==> src/rtl/mem_pkg.sv <==
// Shared definitions for the variable-latency MEM stage: load encodings and default widths.
package mem_pkg;

    typedef enum logic [2:0] {
        LOAD_W  = 3'd0,
        LOAD_B  = 3'd1,
        LOAD_BU = 3'd2,
        LOAD_H  = 3'd3,
        LOAD_HU = 3'd4,
        LOAD_WL = 3'd5,
        LOAD_WR = 3'd6
    } load_op_e;

    localparam int unsigned SIDE_W_DEFAULT   = 64;
    localparam int unsigned CANCEL_W_DEFAULT = 2;

    function automatic logic [31:0] ext8(input logic [7:0] b, input logic sign);
        return {{24{sign & b[7]}}, b};
    endfunction

    function automatic logic [31:0] ext16(input logic [15:0] h, input logic sign);
        return {{16{sign & h[15]}}, h};
    endfunction

endpackage

==> src/rtl/mem_stage_vlat_if.sv <==
// EXE->MEM->WB handshake, data response and flush signals of the MEM stage.
interface mem_stage_vlat_if #(
    parameter int unsigned SIDE_W = 64
);
    logic              es_to_ms_valid;
    logic              ms_allowin;
    logic [31:0]       es_pc;
    logic [31:0]       es_alu_result;
    logic [31:0]       es_rt_value;
    logic [2:0]        es_load_op;
    logic              es_res_from_mem;
    logic              es_req_issued;
    logic              es_gr_we;
    logic [4:0]        es_dest;
    logic              es_ex;
    logic [SIDE_W-1:0] es_side;

    logic              data_ok;
    logic [31:0]       data_rdata;
    logic              flush;
    logic              ws_allowin;

    logic              ms_to_ws_valid;
    logic [31:0]       ms_pc;
    logic              ms_gr_we;
    logic [4:0]        ms_dest;
    logic [31:0]       ms_result;
    logic [SIDE_W-1:0] ms_side;
    logic              ms_ex;
    logic [4:0]        ms_fwd_dest;
    logic              ms_fwd_ready;
    logic              ms_cancel_busy;

    // Environment side: EXE, data cache and WB.
    modport master (
        output es_to_ms_valid, es_pc, es_alu_result, es_rt_value, es_load_op,
               es_res_from_mem, es_req_issued, es_gr_we, es_dest, es_ex, es_side,
               data_ok, data_rdata, flush, ws_allowin,
        input  ms_allowin, ms_to_ws_valid, ms_pc, ms_gr_we, ms_dest, ms_result, ms_side,
               ms_ex, ms_fwd_dest, ms_fwd_ready, ms_cancel_busy
    );

    // The MEM stage itself.
    modport slave (
        input  es_to_ms_valid, es_pc, es_alu_result, es_rt_value, es_load_op,
               es_res_from_mem, es_req_issued, es_gr_we, es_dest, es_ex, es_side,
               data_ok, data_rdata, flush, ws_allowin,
        output ms_allowin, ms_to_ws_valid, ms_pc, ms_gr_we, ms_dest, ms_result, ms_side,
               ms_ex, ms_fwd_dest, ms_fwd_ready, ms_cancel_busy
    );

endinterface

==> src/rtl/load_align.sv <==
// Load data alignment: byte/half extraction with extension and lwl/lwr merge with rt.
module load_align
    import mem_pkg::*;
(
    input  logic [31:0] src,
    input  logic [31:0] rt,
    input  logic [1:0]  addr,
    input  logic [2:0]  load_op,
    output logic [31:0] aligned
);

    logic [7:0]  byte_sel;
    logic [15:0] half_sel;

    always_comb begin
        case (addr)
            2'd0:    byte_sel = src[7:0];
            2'd1:    byte_sel = src[15:8];
            2'd2:    byte_sel = src[23:16];
            default: byte_sel = src[31:24];
        endcase
        half_sel = addr[1] ? src[31:16] : src[15:0];

        aligned = src;
        case (load_op_e'(load_op))
            LOAD_B:  aligned = ext8(byte_sel, 1'b1);
            LOAD_BU: aligned = ext8(byte_sel, 1'b0);
            // Odd halfword addresses fault upstream; return zero rather than garbage.
            LOAD_H:  aligned = addr[0] ? 32'd0 : ext16(half_sel, 1'b1);
            LOAD_HU: aligned = addr[0] ? 32'd0 : ext16(half_sel, 1'b0);
            LOAD_WL: begin
                case (addr)
                    2'd0:    aligned = {src[7:0], rt[23:0]};
                    2'd1:    aligned = {src[15:0], rt[15:0]};
                    2'd2:    aligned = {src[23:0], rt[7:0]};
                    default: aligned = src;
                endcase
            end
            LOAD_WR: begin
                case (addr)
                    2'd0:    aligned = src;
                    2'd1:    aligned = {rt[31:24], src[31:8]};
                    2'd2:    aligned = {rt[31:16], src[31:16]};
                    default: aligned = {rt[31:8], src[31:24]};
                endcase
            end
            default: aligned = src;
        endcase
    end

endmodule

==> src/rtl/mem_stage_vlat.sv <==
// MEM pipeline stage for variable-latency data responses: holds one instruction, buffers
// early responses while WB stalls, and discards responses owed to flushed requests.
module mem_stage_vlat
    import mem_pkg::*;
#(
    parameter int unsigned SIDE_W   = SIDE_W_DEFAULT,
    parameter int unsigned CANCEL_W = CANCEL_W_DEFAULT
) (
    input logic             clk,
    input logic             reset,
    mem_stage_vlat_if.slave bus
);

    localparam int unsigned CntW      = CANCEL_W + 1;
    localparam int unsigned CancelMax = (1 << CANCEL_W) - 1;

    logic                ms_valid_q;
    logic                buf_valid_q;
    logic [31:0]         rbuf_q;
    logic [CANCEL_W-1:0] cancel_cnt_q;
    logic [CANCEL_W-1:0] cancel_cnt_d;

    logic [31:0]         pc_q;
    logic [31:0]         alu_result_q;
    logic [31:0]         rt_value_q;
    logic [2:0]          load_op_q;
    logic                res_from_mem_q;
    logic                req_issued_q;
    logic                gr_we_q;
    logic [4:0]          dest_q;
    logic                ex_q;
    logic [SIDE_W-1:0]   side_q;

    logic                cancel_busy;
    logic                resp_live;
    logic                resp_drop;
    logic                waiting;
    logic                ready_go;
    logic                allowin;
    logic                to_ws_valid;
    logic                capture;
    logic [1:0]          inc;
    logic [CntW-1:0]     cnt_sum;
    logic [31:0]         load_src;
    logic [31:0]         load_data;

    assign cancel_busy = (cancel_cnt_q != '0);
    assign resp_live   = bus.data_ok && !cancel_busy;
    assign resp_drop   = bus.data_ok && cancel_busy;
    assign waiting     = ms_valid_q && req_issued_q && !buf_valid_q;
    assign ready_go    = !req_issued_q || buf_valid_q || resp_live;
    assign allowin     = !ms_valid_q || (ready_go && bus.ws_allowin);
    assign to_ws_valid = ms_valid_q && ready_go && !bus.flush;
    assign capture     = bus.es_to_ms_valid && allowin && !bus.flush;

    // On flush every request still in flight becomes a response to discard: the one this
    // stage is waiting on (unless it lands this very cycle) and one EXE issues right now.
    always_comb begin
        inc = {1'b0, waiting && !resp_live}
            + {1'b0, bus.es_to_ms_valid && allowin && bus.es_req_issued};
        cnt_sum = {1'b0, cancel_cnt_q} - CntW'(resp_drop);
        if (bus.flush) begin
            cnt_sum = cnt_sum + CntW'(inc);
        end
        cancel_cnt_d = cnt_sum[CANCEL_W-1:0];
    end

    always_ff @(posedge clk or posedge reset) begin
        if (reset) begin
            ms_valid_q     <= 1'b0;
            buf_valid_q    <= 1'b0;
            rbuf_q         <= '0;
            cancel_cnt_q   <= '0;
            pc_q           <= '0;
            alu_result_q   <= '0;
            rt_value_q     <= '0;
            load_op_q      <= '0;
            res_from_mem_q <= 1'b0;
            req_issued_q   <= 1'b0;
            gr_we_q        <= 1'b0;
            dest_q         <= '0;
            ex_q           <= 1'b0;
            side_q         <= '0;
        end else begin
            if (allowin) begin
                ms_valid_q <= bus.es_to_ms_valid && !bus.flush;
            end else if (bus.flush) begin
                ms_valid_q <= 1'b0;
            end

            if (bus.flush || capture) begin
                buf_valid_q <= 1'b0;
            end else if (resp_live && waiting && !(to_ws_valid && bus.ws_allowin)) begin
                buf_valid_q <= 1'b1;
                rbuf_q      <= bus.data_rdata;
            end

            cancel_cnt_q <= cancel_cnt_d;

            if (capture) begin
                pc_q           <= bus.es_pc;
                alu_result_q   <= bus.es_alu_result;
                rt_value_q     <= bus.es_rt_value;
                load_op_q      <= bus.es_load_op;
                res_from_mem_q <= bus.es_res_from_mem;
                req_issued_q   <= bus.es_req_issued;
                gr_we_q        <= bus.es_gr_we;
                dest_q         <= bus.es_dest;
                ex_q           <= bus.es_ex;
                side_q         <= bus.es_side;
            end
        end
    end

    // A zero-wait response is consumed straight off the bus.
    assign load_src = buf_valid_q ? rbuf_q : bus.data_rdata;

    load_align u_load_align (
        .src     (load_src),
        .rt      (rt_value_q),
        .addr    (alu_result_q[1:0]),
        .load_op (load_op_q),
        .aligned (load_data)
    );

    assign bus.ms_allowin     = allowin;
    assign bus.ms_to_ws_valid = to_ws_valid;
    assign bus.ms_pc          = pc_q;
    assign bus.ms_gr_we       = gr_we_q;
    assign bus.ms_dest        = dest_q;
    assign bus.ms_result      = res_from_mem_q ? load_data : alu_result_q;
    assign bus.ms_side        = side_q;
    assign bus.ms_ex          = ms_valid_q && ex_q;
    assign bus.ms_fwd_dest    = (ms_valid_q && gr_we_q) ? dest_q : 5'd0;
    assign bus.ms_fwd_ready   = !res_from_mem_q || buf_valid_q || resp_live;
    assign bus.ms_cancel_busy = cancel_busy;

    a_resp_when_waiting : assert property (@(posedge clk) disable iff (reset)
        resp_live |-> waiting);

    a_cancel_no_overflow : assert property (@(posedge clk) disable iff (reset)
        cnt_sum <= CntW'(CancelMax));

    a_ex_no_request : assert property (@(posedge clk) disable iff (reset)
        (bus.es_to_ms_valid && bus.es_ex) |-> !bus.es_req_issued);

endmodule

==> src/flat_wrapper.sv <==
// flat-port wrapper written by rule: the top's interface ports become plain ports
module mem_stage_vlat_flat import mem_pkg::*;
#(
    parameter int unsigned SIDE_W   = SIDE_W_DEFAULT,
    parameter int unsigned CANCEL_W = CANCEL_W_DEFAULT
)
  (clk, reset, bus_es_to_ms_valid, bus_es_pc, bus_es_alu_result, bus_es_rt_value, bus_es_load_op, bus_es_res_from_mem, bus_es_req_issued, bus_es_gr_we, bus_es_dest, bus_es_ex, bus_es_side, bus_data_ok, bus_data_rdata, bus_flush, bus_ws_allowin, bus_ms_allowin, bus_ms_to_ws_valid, bus_ms_pc, bus_ms_gr_we, bus_ms_dest, bus_ms_result, bus_ms_side, bus_ms_ex, bus_ms_fwd_dest, bus_ms_fwd_ready, bus_ms_cancel_busy);
  mem_stage_vlat_if #(.SIDE_W(SIDE_W)) bus_i ();
  input logic clk;
  input logic reset;
  input wire logic [$bits(bus_i.es_to_ms_valid)-1:0] bus_es_to_ms_valid;
  input wire logic [$bits(bus_i.es_pc)-1:0] bus_es_pc;
  input wire logic [$bits(bus_i.es_alu_result)-1:0] bus_es_alu_result;
  input wire logic [$bits(bus_i.es_rt_value)-1:0] bus_es_rt_value;
  input wire logic [$bits(bus_i.es_load_op)-1:0] bus_es_load_op;
  input wire logic [$bits(bus_i.es_res_from_mem)-1:0] bus_es_res_from_mem;
  input wire logic [$bits(bus_i.es_req_issued)-1:0] bus_es_req_issued;
  input wire logic [$bits(bus_i.es_gr_we)-1:0] bus_es_gr_we;
  input wire logic [$bits(bus_i.es_dest)-1:0] bus_es_dest;
  input wire logic [$bits(bus_i.es_ex)-1:0] bus_es_ex;
  input wire logic [$bits(bus_i.es_side)-1:0] bus_es_side;
  input wire logic [$bits(bus_i.data_ok)-1:0] bus_data_ok;
  input wire logic [$bits(bus_i.data_rdata)-1:0] bus_data_rdata;
  input wire logic [$bits(bus_i.flush)-1:0] bus_flush;
  input wire logic [$bits(bus_i.ws_allowin)-1:0] bus_ws_allowin;
  output wire logic [$bits(bus_i.ms_allowin)-1:0] bus_ms_allowin;
  output wire logic [$bits(bus_i.ms_to_ws_valid)-1:0] bus_ms_to_ws_valid;
  output wire logic [$bits(bus_i.ms_pc)-1:0] bus_ms_pc;
  output wire logic [$bits(bus_i.ms_gr_we)-1:0] bus_ms_gr_we;
  output wire logic [$bits(bus_i.ms_dest)-1:0] bus_ms_dest;
  output wire logic [$bits(bus_i.ms_result)-1:0] bus_ms_result;
  output wire logic [$bits(bus_i.ms_side)-1:0] bus_ms_side;
  output wire logic [$bits(bus_i.ms_ex)-1:0] bus_ms_ex;
  output wire logic [$bits(bus_i.ms_fwd_dest)-1:0] bus_ms_fwd_dest;
  output wire logic [$bits(bus_i.ms_fwd_ready)-1:0] bus_ms_fwd_ready;
  output wire logic [$bits(bus_i.ms_cancel_busy)-1:0] bus_ms_cancel_busy;
  assign bus_i.es_to_ms_valid = bus_es_to_ms_valid;
  assign bus_i.es_pc = bus_es_pc;
  assign bus_i.es_alu_result = bus_es_alu_result;
  assign bus_i.es_rt_value = bus_es_rt_value;
  assign bus_i.es_load_op = bus_es_load_op;
  assign bus_i.es_res_from_mem = bus_es_res_from_mem;
  assign bus_i.es_req_issued = bus_es_req_issued;
  assign bus_i.es_gr_we = bus_es_gr_we;
  assign bus_i.es_dest = bus_es_dest;
  assign bus_i.es_ex = bus_es_ex;
  assign bus_i.es_side = bus_es_side;
  assign bus_i.data_ok = bus_data_ok;
  assign bus_i.data_rdata = bus_data_rdata;
  assign bus_i.flush = bus_flush;
  assign bus_i.ws_allowin = bus_ws_allowin;
  assign bus_ms_allowin = bus_i.ms_allowin;
  assign bus_ms_to_ws_valid = bus_i.ms_to_ws_valid;
  assign bus_ms_pc = bus_i.ms_pc;
  assign bus_ms_gr_we = bus_i.ms_gr_we;
  assign bus_ms_dest = bus_i.ms_dest;
  assign bus_ms_result = bus_i.ms_result;
  assign bus_ms_side = bus_i.ms_side;
  assign bus_ms_ex = bus_i.ms_ex;
  assign bus_ms_fwd_dest = bus_i.ms_fwd_dest;
  assign bus_ms_fwd_ready = bus_i.ms_fwd_ready;
  assign bus_ms_cancel_busy = bus_i.ms_cancel_busy;
  mem_stage_vlat #(.SIDE_W(SIDE_W), .CANCEL_W(CANCEL_W)) u_core (.clk(clk), .reset(reset), .bus(bus_i));
endmodule
==> config.mk <==
export PLATFORM = sky130hd
export DESIGN_NAME = mem_stage_vlat_flat
export DESIGN_NICKNAME = d
export VERILOG_FILES = /design/src/rtl/mem_pkg.sv /design/src/rtl/mem_stage_vlat_if.sv /design/src/rtl/load_align.sv /design/src/rtl/mem_stage_vlat.sv /design/src/flat_wrapper.sv
export SDC_FILE = /design/constraint.sdc
export NUM_CORES = 1
export LEC_CHECK = 0
export BUFFER_PORTS_ARGS = -buffer_cell sky130_fd_sc_hd__buf_2
export CAP_MARGIN = 20
export CORE_MARGIN = 2
export CORE_UTILIZATION = 55
export DETAILED_ROUTE_END_ITERATION = 10
export PLACE_DENSITY = 0.86
export SLEW_MARGIN = 40
export SYNTH_ARGS = -nofsm -noshare
export SYNTH_HDL_FRONTEND = slang
export SYNTH_SLANG_ARGS = --single-unit
==> constraint.sdc <==
create_clock -name clk -period 12 [get_ports clk]
set_input_delay 1.2 -clock clk [delete_from_list [all_inputs] [get_ports clk]]
set_output_delay 1.2 -clock clk [all_outputs]
set_load 0.01 [all_outputs]
======== Word level (Yosys, flattened, before mapping) ========
Cells that the tools add are included.
storage, ports and cells
  register bits after elaboration ......... 208
  input bits .............................. 210
  output and inout port bits .............. 144
  logic and storage cells ................. 77
cells by class
  add/sub/neg operators ................... 3
  equal/unequal tests ..................... 8
  muxes and demuxes ....................... 15
  bitwise gates (word level) .............. 1
  reductions and logical operators ........ 36
operators by type and width
  operator                                        count
  case mux 32 bit (3 select lines)                2
  case mux 32 bit (6 select lines)                1
  2-to-1 mux 32 bit                               3
  2-to-1 mux 16 bit                               2
  case mux 8 bit (3 select lines)                 1
  logical AND 1 bit                               17
  == test 3 bit (second input constant)           3
  zero test 1 bit                                 8
  == test 3 x 2 -> 1 bit (second input constant)  2
  logical OR 1 bit                                6
  nonzero test 2 bit                              3
  2-to-1 mux 5 bit                                1
  2-to-1 mux 1 bit                                4
  == test 3 x 1 -> 1 bit (second input constant)  1
  adder 1 x 1 -> 2 bit                            1
  adder 2 bit                                     1
  == test 2 x 1 -> 1 bit (second input constant)  1
  == test 2 bit (second input constant)           1
  zero test 2 bit                                 1
  2-to-1 mux 2 bit                                1
  AND reduction 2 bit                             1
  subtractor 2 x 1 -> 2 bit                       1
  NOT 1 bit                                       1

======== Depth between registers and ports, before layout ========
Gate-level depths: netlist of the first run.
  depth in word-level cells ............... 11
  gate-level depth with buffers ........... 9

======== Cells and area by module ========
Synthesis of the first run repeated with hierarchy kept, for this count alone.
unflattened totals
  cell total of the unflattened synthesis .. 812
  area total of the unflattened synthesis .. 11300.8 sq um
by module, submodules not included
  module          times used  cells an instance  area each (sq um)  sequential area each (sq um)
  mem_stage_vlat  1           542                9096.2             5205.0
  load_align      1           270                2204.6             0.0

======== Worst setup path after synthesis of the first run ========
No wires, ideal clock.
  path kind ............................... input to output
  start point ............................. in bus_data_rdata[31]
  end point ............................... out bus_ms_result[24]
  data arrival time ....................... 2533 ps
  setup slack ............................. 8267 ps
  stages .................................. 6
  path through ............................ mux4_2 > nand3_1 > o211ai_4 > or2_1 > buf_4 > o221a_2
between the ends
  longest elaborated chain between the ends .. 5
  elaborated cells on any way between the ends .. 6
  classes of those cells .................. mux: 6
RTL lines
  item                                RTL line               source
  start, declared                     flat_wrapper.sv:23     input wire logic [$bits(bus_i.data_rdata)-1:0] bus_data_rdata;
  2-to-1 mux 32 bit *                 mem_stage_vlat.sv:116  assign load_src = buf_valid_q ? rbuf_q : bus.data_rdata;
  2-to-1 mux 16 bit                   load_align.sv:22       half_sel = addr[1] ? src[31:16] : src[15:0];
  2-to-1 mux 32 bit                   load_align.sv:29       LOAD_H: aligned = addr[0] ? 32'd0 : ext16(half_sel, 1'b1);
  case mux 32 bit (6 select lines) *  load_align.sv:25       case (load_op_e'(load_op))
  2-to-1 mux 32 bit *                 mem_stage_vlat.sv:131  assign bus.ms_result = res_from_mem_q ? load_data : alu_result_q;
  end, declared                       flat_wrapper.sv:31     output wire logic [$bits(bus_i.ms_result)-1:0] bus_ms_result;
Mark *: on every way between the ends. The rest lies on a longest branch, timed or not.

======== Final worst setup path of the first run ========
  start point ............................. reg u_core.buf_valid_q
  end point ............................... out bus_ms_result[3]
between the ends
  longest elaborated chain between the ends .. 5
  elaborated cells on any way between the ends .. 9
  classes of those cells .................. mux: 9
RTL lines
  item                                                           RTL line                            source
  start, declared                                                mem_stage_vlat.sv:18                logic buf_valid_q;
  start signal, assigned                                         mem_stage_vlat.sv:71                buf_valid_q <= 1'b0;
  start signal, assigned                                         mem_stage_vlat.sv:92                buf_valid_q <= 1'b0;
  start signal, assigned                                         mem_stage_vlat.sv:94                buf_valid_q <= 1'b1;
  2-to-1 mux 32 bit *                                            mem_stage_vlat.sv:116
  2-to-1 mux 16 bit                                              load_align.sv:22
  2-to-1 mux 16 bit / 2-to-1 mux 32 bit (equally long branches)  load_align.sv:30, load_align.sv:29
  case mux 32 bit (6 select lines) *                             load_align.sv:25
  2-to-1 mux 32 bit *                                            mem_stage_vlat.sv:131
Marked as above.

==> results.cfg, run 1 <==
[run_status]
status = finished, final reports clean

[worst_setup_path]
cp-start-kind = register
path_max_fanout = 32
worstPathArrival_ps = 3830
worstSetupPathType = reg -> out
required_ps = 10800
ff2ff_setup_slack_ps = 8360
worstSetupEndpointType = primary output

[logic_synthesis]
yosys.area_share.adder_pct = 0.3018
synthXorXnorAreaFrac_pct = 0.2438
synthCells = 873
yosys_warnings = 0
yosys.area_share.simple_pct = 6.443
synth_compound_area_share_pct = 10.61
postSynth.asyncResetShare_pct = 100.0
synth_area_mm2 = 0.01078
synth_ff_type = dfrtp_1
syn-num-nets = 1085
synth_edf_count = 0
synth.distinct_cells = 51
syn_area_per_cell_um2 = 12.35
muxShareOfSynthArea_pct = 30.61
synth_seq_area_share_pct = 48.29
synth_top_family_by_area = multiplexers
ys_seq_elements = 208

[pwr]
p_leak_nw = 6.068
cellPowerDensity_mw_per_mm2 = 185.8
vdd_drop_max_uv = 157.3

[timing]
slew_viol_final = 0
fin_crit_ps = 5030
finalCritPeriodShare_pct = 41.91
rsz0062_at_grt = false
setup_viol = 0
hold-worst-slack_ps = 500.8
worstMarginPinSlew_ps = 877.0
final-hold-violation-count = 0
skew_ps = 9.233
slew_headroom_pct = 39.86
final.setup.tns_ps = 0
fmax_ghz = 0.1988

[clocking]
ctsHoldBuffers = 0
ctsResizeCount = 0
numCtsBuffers = 23
cts_buffer_depth = 3
cts.clk_slew.worst_paths_ps = 60
ctsRootBufferMaster = clkbuf_16
clk_latency_ps = 520
post_cts_buffers = 0
tritoncts = yes
htree_levels = 1
clock_sinks = 208

[final_layout]
fin_nets = 1405
areaGrowthSynthToFinish_pct = 24.16
layout-drive-gt1-share_pct = 55.13
fillerInstances = 1419

[placed_design]
io_buffer_count = 353
dp_hpwl_um = 26030
place_congestion = 0.9503

[global_route]
grt_max_degree = 131
overflow = 0
grt_pass1_wl_um = 52040
grt_pass1_vias = 8935
track_usage_pct = 33.53
antenna_found_initial = 18

[floorplanning]
start_util_pct = 55.74
ios = 354
die_h_um = 144.0
die-area_mm2 = 0.02073
die-width_um = 144.0
core_mm2 = 0.01933
rows = 51

[detailed_routing]
via_per_inst = 6.019
first_iter_violations = 735
ant_nets = 0
wirelength_um = 35390
firstDrtPassIters = 5
vias = 8914
wire_per_inst_um = 23.89
remaining_drc_errors = 0

[worst_hold_path]
hp-class = reg -> reg

[job]
maxCapViolations = 0
[cell usage after synthesis (5+ instances only)]
| cell type | number | area share [%] |
|---|---|---|
| o21ai_0 | 33 | 1.5 |
| nor3_1 | 8 | 0.37 |
| o21a_1 | 7 | 0.49 |
| clkbuf_1 | 28 | 0.98 |
| a22oi_1 | 10 | 0.70 |
| a2111oi_0 | 11 | 0.89 |
| buf_4 | 13 | 0.91 |
| mux2_2 | 223 | 23 |
| inv_1 | 8 | 0.28 |
| a211oi_1 | 9 | 0.63 |
| nor4_1 | 5 | 0.29 |
| o2bb2ai_1 | 10 | 0.81 |
| nand3_1 | 16 | 0.74 |
| dfrtp_1 | 208 | 48 |
| mux2i_1 | 45 | 4.2 |
| buf_2 | 22 | 1.0 |
| nor2_1 | 53 | 1.8 |
| or2_2 | 9 | 0.52 |
| nand2_1 | 11 | 0.38 |
| nor2b_1 | 6 | 0.35 |
| o22ai_1 | 16 | 0.93 |
| a21oi_1 | 34 | 1.6 |
| o221a_2 | 12 | 1.3 |
| and3_1 | 10 | 0.58 |
| a311oi_1 | 6 | 0.49 |
| mux4_2 | 15 | 3.1 |
[logic make-up (layout without fill, tap and decap cells)]
family                     Yosys count  count (layout)
xor gates and xnor gates             3               3
adders and majority gates            2               2
other                                0               8
DFF                                208             208
buffers and inverters               76             411
and+or+nand+nor                    138             138
AOI/OAI and AO/OA                  163             163
muxes                              283             283
[sequential cells by signal, indices dropped and copies added, names as in the netlist]
| signal | flops |
|---|---|
| u_core.alu_result_q | 32 |
| u_core.buf_valid_q | 1 |
| u_core.bus.ms_dest | 5 |
| u_core.bus.ms_gr_we | 1 |
| u_core.bus.ms_pc | 32 |
| u_core.bus.ms_side | 64 |
| u_core.cancel_cnt_q | 2 |
| u_core.ex_q | 1 |
| u_core.load_op_q | 3 |
| u_core.ms_valid_q | 1 |
| u_core.rbuf_q | 32 |
| u_core.req_issued_q | 1 |
| u_core.res_from_mem_q | 1 |
| u_core.rt_value_q | 32 |
[critical path, stage by stage, from the launching register on]
cell and delay (ps):
dfrtp_2 750, buf_4 550, mux4_2 640, mux2i_1 420
nor2_1 140, a2111oi_0 470, a311oi_1 120, buf_2 190
[cell usage in the layout (no fill, tap or decap), types with 5 or more instances in the layout]
cell	Yosys	routed
nor2_1	53	53
nand2_1	11	11
a311oi_1	6	6
o21a_1	7	7
nor2b_1	6	6
nor4_1	5	5
o221a_2	12	12
a211oi_1	9	9
nor3_1	8	8
nand3_1	16	16
a21oi_1	34	34
mux2i_1	45	45
mux2_2	223	223
o21ai_0	33	33
and3_1	10	10
buf_4	13	6
dfrtp_1	208	207
clkbuf_1	28	5
a2111oi_0	11	11
diode_2	0	8
a22oi_1	10	10
inv_1	8	6
o22ai_1	16	16
clkinv_2	0	5
or2_2	9	9
buf_2	22	353
o2bb2ai_1	10	10
clkbuf_16	0	23
mux4_2	15	15
[path summary, 6_finish.rpt]
path	from	to	cells after the start
max	u_core.buf_valid_q$_DFFE_PP0P_	bus_ms_result[3]	7
min	u_core.bus.ms_side[47]$_DFFE_PP0P_	u_core.bus.ms_side[47]$_DFFE_PP0P_	1
max reg2reg	u_core.buf_valid_q$_DFFE_PP0P_	u_core.bus.ms_pc[28]$_DFFE_PP0P_	7
min reg2reg	u_core.bus.ms_side[47]$_DFFE_PP0P_	u_core.bus.ms_side[47]$_DFFE_PP0P_	1
max in group asynchronous	reset	u_core.buf_valid_q$_DFFE_PP0P_	3
min in group asynchronous	reset	u_core.bus.ms_pc[18]$_DFFE_PP0P_	2
[through the flow]
step / instance area [um2] / power (W) / setup slack (ps) / instances / util (%)
2_1_floorplan: 10780 / 0.001467 / 5119 / 873 / -
3_3_place_gp: 12610 / 0.001758 / 7328 / 1433 / 65.24
3_5_place_dp: 12630 / 0.001786 / 7248 / 1433 / 65.33
4_1_cts: 13360 / 0.002483 / 6711 / 1473 / 69.11
5_1_grt: 13370 / 0.002590 / 6939 / 1477 / 69.16
6_report: 13380 / 0.002486 / 6970 / 1481 / 69.21
[layer usage]
layer / global-route usage (%) / wire length (um)
met5: 0 / 125
met1: 41.18 / 12960
met3: 11.49 / 3625
met2: 53.28 / 16740
met4: 16.20 / 1938
[power by group]
group	total, W	switching (W)	leakage, nW	internal, W
Sequential	0.000975	0.000117	2.50	0.000859
Clock	0.000696	0.000289	0.356	0.000407
Combinational	0.000815	0.000443	3.21	0.000372
Total	0.00249	0.000848	6.07	0.00164
[cell type report]
| cell class | count | area (um2) | share of cell area [%] |
|---|---|---|---|
| timing repair buffer | 362 | 1846 | 13.79 |
| clock inverter | 10 | 108.9 | 0.8135 |
| sequential | 208 | 5206 | 38.91 |
| inverter | 9 | 46.29 | 0.3460 |
| multi-input combinational | 589 | 5201 | 38.87 |
| clock buffer | 30 | 621.8 | 4.647 |
| antenna | 8 | 20.02 | 0.1496 |
| tap | 265 | 331.6 | 2.478 |
(Power assumes the default switching activity.)
==> run 2: changes to the inputs <==
--- a/config.mk
+++ b/config.mk
@@ -8,9 +8,9 @@
 export BUFFER_PORTS_ARGS = -buffer_cell sky130_fd_sc_hd__buf_2
 export CAP_MARGIN = 20
 export CORE_MARGIN = 2
-export CORE_UTILIZATION = 55
+export CORE_UTILIZATION = 46
 export DETAILED_ROUTE_END_ITERATION = 10
-export PLACE_DENSITY = 0.86
+export PLACE_DENSITY = 0.77
 export SLEW_MARGIN = 40
 export SYNTH_ARGS = -nofsm -noshare
 export SYNTH_HDL_FRONTEND = slang
==> constraint.sdc (replaced) <==
create_clock -name clk -period 4.1 [get_ports clk]
set_input_delay 0.41 -clock clk [delete_from_list [all_inputs] [get_ports clk]]
set_output_delay 0.41 -clock clk [all_outputs]
set_load 0.01 [all_outputs]
==> run 2 against run 1 <==
The flow now finishes with violations (hold timing). Wire length increased by 1.6%. Global-route usage decreased by 5.1 points. Die area increased by 19%. Non-clock buffer count increased by 15. Critical path depth unchanged. Via count decreased by 0.35%. Core utilization decreased by 10 points. First-iteration DRC count decreased by 20%. Count of clock-buffer cells in the layout increased by 4. Sequential power increased to 3.0 times the previous value. Critical endpoint is now bus_ms_result[1]. Largest power group unchanged.
==> results.cfg, run 2 (synthesis gave the netlist of run 1 again) <==
[clocking]
htree_levels = 1
post_cts_buffers = 0
ctsHoldBuffers = 0
tritoncts = yes
ctsRootBufferMaster = clkbuf_16
clk_latency_ps = 550
ctsResizeCount = 0
cts.clk_slew.worst_paths_ps = 60
cts_buffer_depth = 3
numCtsBuffers = 24
clock_sinks = 208

[floorplanning]
die_h_um = 157.1
core_mm2 = 0.02326
die-area_mm2 = 0.02467
start_util_pct = 46.33
rows = 56
ios = 354
die-width_um = 157.1

[pwr]
switching_share_pct = 33.76
power.share.sequential_pct = 38.0
cellPowerDensity_mw_per_mm2 = 552.5
p_leak_nw = 6.218
p_int_w = 0.005025
pwr-share-comb_pct = 31.7
vdd_drop_max_uv = 453.7
p_clk_share_pct = 30.3
p_sw_w = 0.002561

[timing]
fmax_ghz = 0.2570
fin_crit_ps = 3892
final.setup.tns_ps = 0
slew_viol_final = 0
setup_ws_ps = 208.5
rsz0062_at_grt = false
hold-worst-slack_ps = -27.52
setup_viol = 0
skew_ps = 17.42
final-hold-violation-count = 22
worstMarginPinSlew_ps = 838.3
slew_headroom_pct = 44.11
finalCritPeriodShare_pct = 94.92

[detailed_routing]
firstDrtPassIters = 6
first_iter_violations = 588
remaining_drc_errors = 0
via_per_inst = 5.727
wirelength_um = 35940
ant_nets = 0
vias = 8883
wire_per_inst_um = 23.17

[worst_setup_path]
path_max_fanout = 29
max_stage_delay_ps = 830
worstSetupEndpointType = primary output
crit_chain = buf_4 > mux4_2 > mux2i_1 > nor2_1 > a2111oi_0 > a311oi_1 > buf_2
ff2ff_setup_slack_ps = 1010
required_ps = 3690
critPathBufInv = 2
crit_path_top_delay_cell = dfrtp_2
worst_r2r_endpoint = u_core.alu_result_q[7]$_DFFE_PP0P_
cp-start-kind = register
reg2reg_depth = 7
crit_family = multiplexers
r2r-start = u_core.buf_valid_q$_DFFE_PP0P_
worstSetupPathType = reg -> out
worstPathArrival_ps = 3480

[global_route]
overflow = 0
antenna_found_initial = 10
busiest_layer = met2
grt_max_degree = 159
grt_pass1_vias = 8865
grt_pass1_wl_um = 52590
grtUsageMet1_pct = 33.75
grtUsageMet2_pct = 46.95
track_usage_pct = 28.40
grtUsageMet3_pct = 8.232

[final_layout]
design_area_mm2 = 0.01373
largest_reg_flops = 64
areaGrowthSynthToFinish_pct = 27.40
seq_area_mm2 = 0.005206
layout-drive-gt1-share_pct = 55.79
multi_input_area_mm2 = 0.005201
fin_util_pct = 59.03
mostFrequentLayoutCells = 353 x buf_2, 223 x mux2_2, 207 x dfrtp_1
fin_nets = 1421
mostFrequentLayoutCell = buf_2
fillerInstances = 2011

[worst_hold_path]
hp-class = in -> async

[placed_design]
io_buffer_count = 353
dp_hpwl_um = 27090
placed_cell_area_mm2 = 0.01283
dpl_worst_slack_ps = 807.8
place_congestion = 0.9316

[run_status]
status = complete, but fails checks
violations = hold timing

[job]
maxCapViolations = 0
[run 2: worst max-delay path by stage]
stage                     cells after the start  slack (ps)                                  to                      startpoint
after floorplan                               1         990  u_core.alu_result_q[0]$_DFFE_PP0P_                           reset
after global placement                        7         860                    bus_ms_result[1]  u_core.buf_valid_q$_DFFE_PP0P_
after detailed placement                      7         810                    bus_ms_result[1]  u_core.buf_valid_q$_DFFE_PP0P_
after CTS                                     7         240                    bus_ms_result[1]  u_core.buf_valid_q$_DFFE_PP0P_
after global routing                          7         100                    bus_ms_result[1]  u_core.buf_valid_q$_DFFE_PP0P_
final                                         7         210                    bus_ms_result[1]  u_core.buf_valid_q$_DFFE_PP0P_
[run 2: layout make-up]
type,instances,share of cell area (%)
multi-input combinational,589,37.88
timing repair buffer,377,14.65
antenna,6,0.1093
inverter,9,0.2734
clock buffer,34,5.158
clock inverter,9,1.103
sequential,208,37.92
tap,319,2.907
[run 2: worst min-delay path, cell delays in order]
cell and delay, ps:
buf_2 110, clkinvlp_4 80, buf_12 340
[run 2: layer usage]
metal	routed length, um	share of wire, %
met5	68	0.19
met4	2032	5.7
met3	3084	8.6
met2	17380	48
met1	13370	37
[run 2: power by group through the flow]
stage / clock network (W) / logic [W] / registers, W
6_report: 0.00230 / 0.00240 / 0.00288
4_1_cts: 0.00233 / 0.00239 / 0.00288
5_1_grt: 0.00242 / 0.00256 / 0.00294
3_3_place_gp: 0 / 0.00235 / 0.00289
3_5_place_dp: 0 / 0.00238 / 0.00290
2_1_floorplan: 0 / 0.00143 / 0.00286
[run 2: metrics by stage]
stage,std cells,power (W)
finish,1551,0.007586
global route,1546,0.007913
CTS,1544,0.007597
global placement,1500,0.005236
detailed placement,1501,0.005283
floorplan,873,0.004294
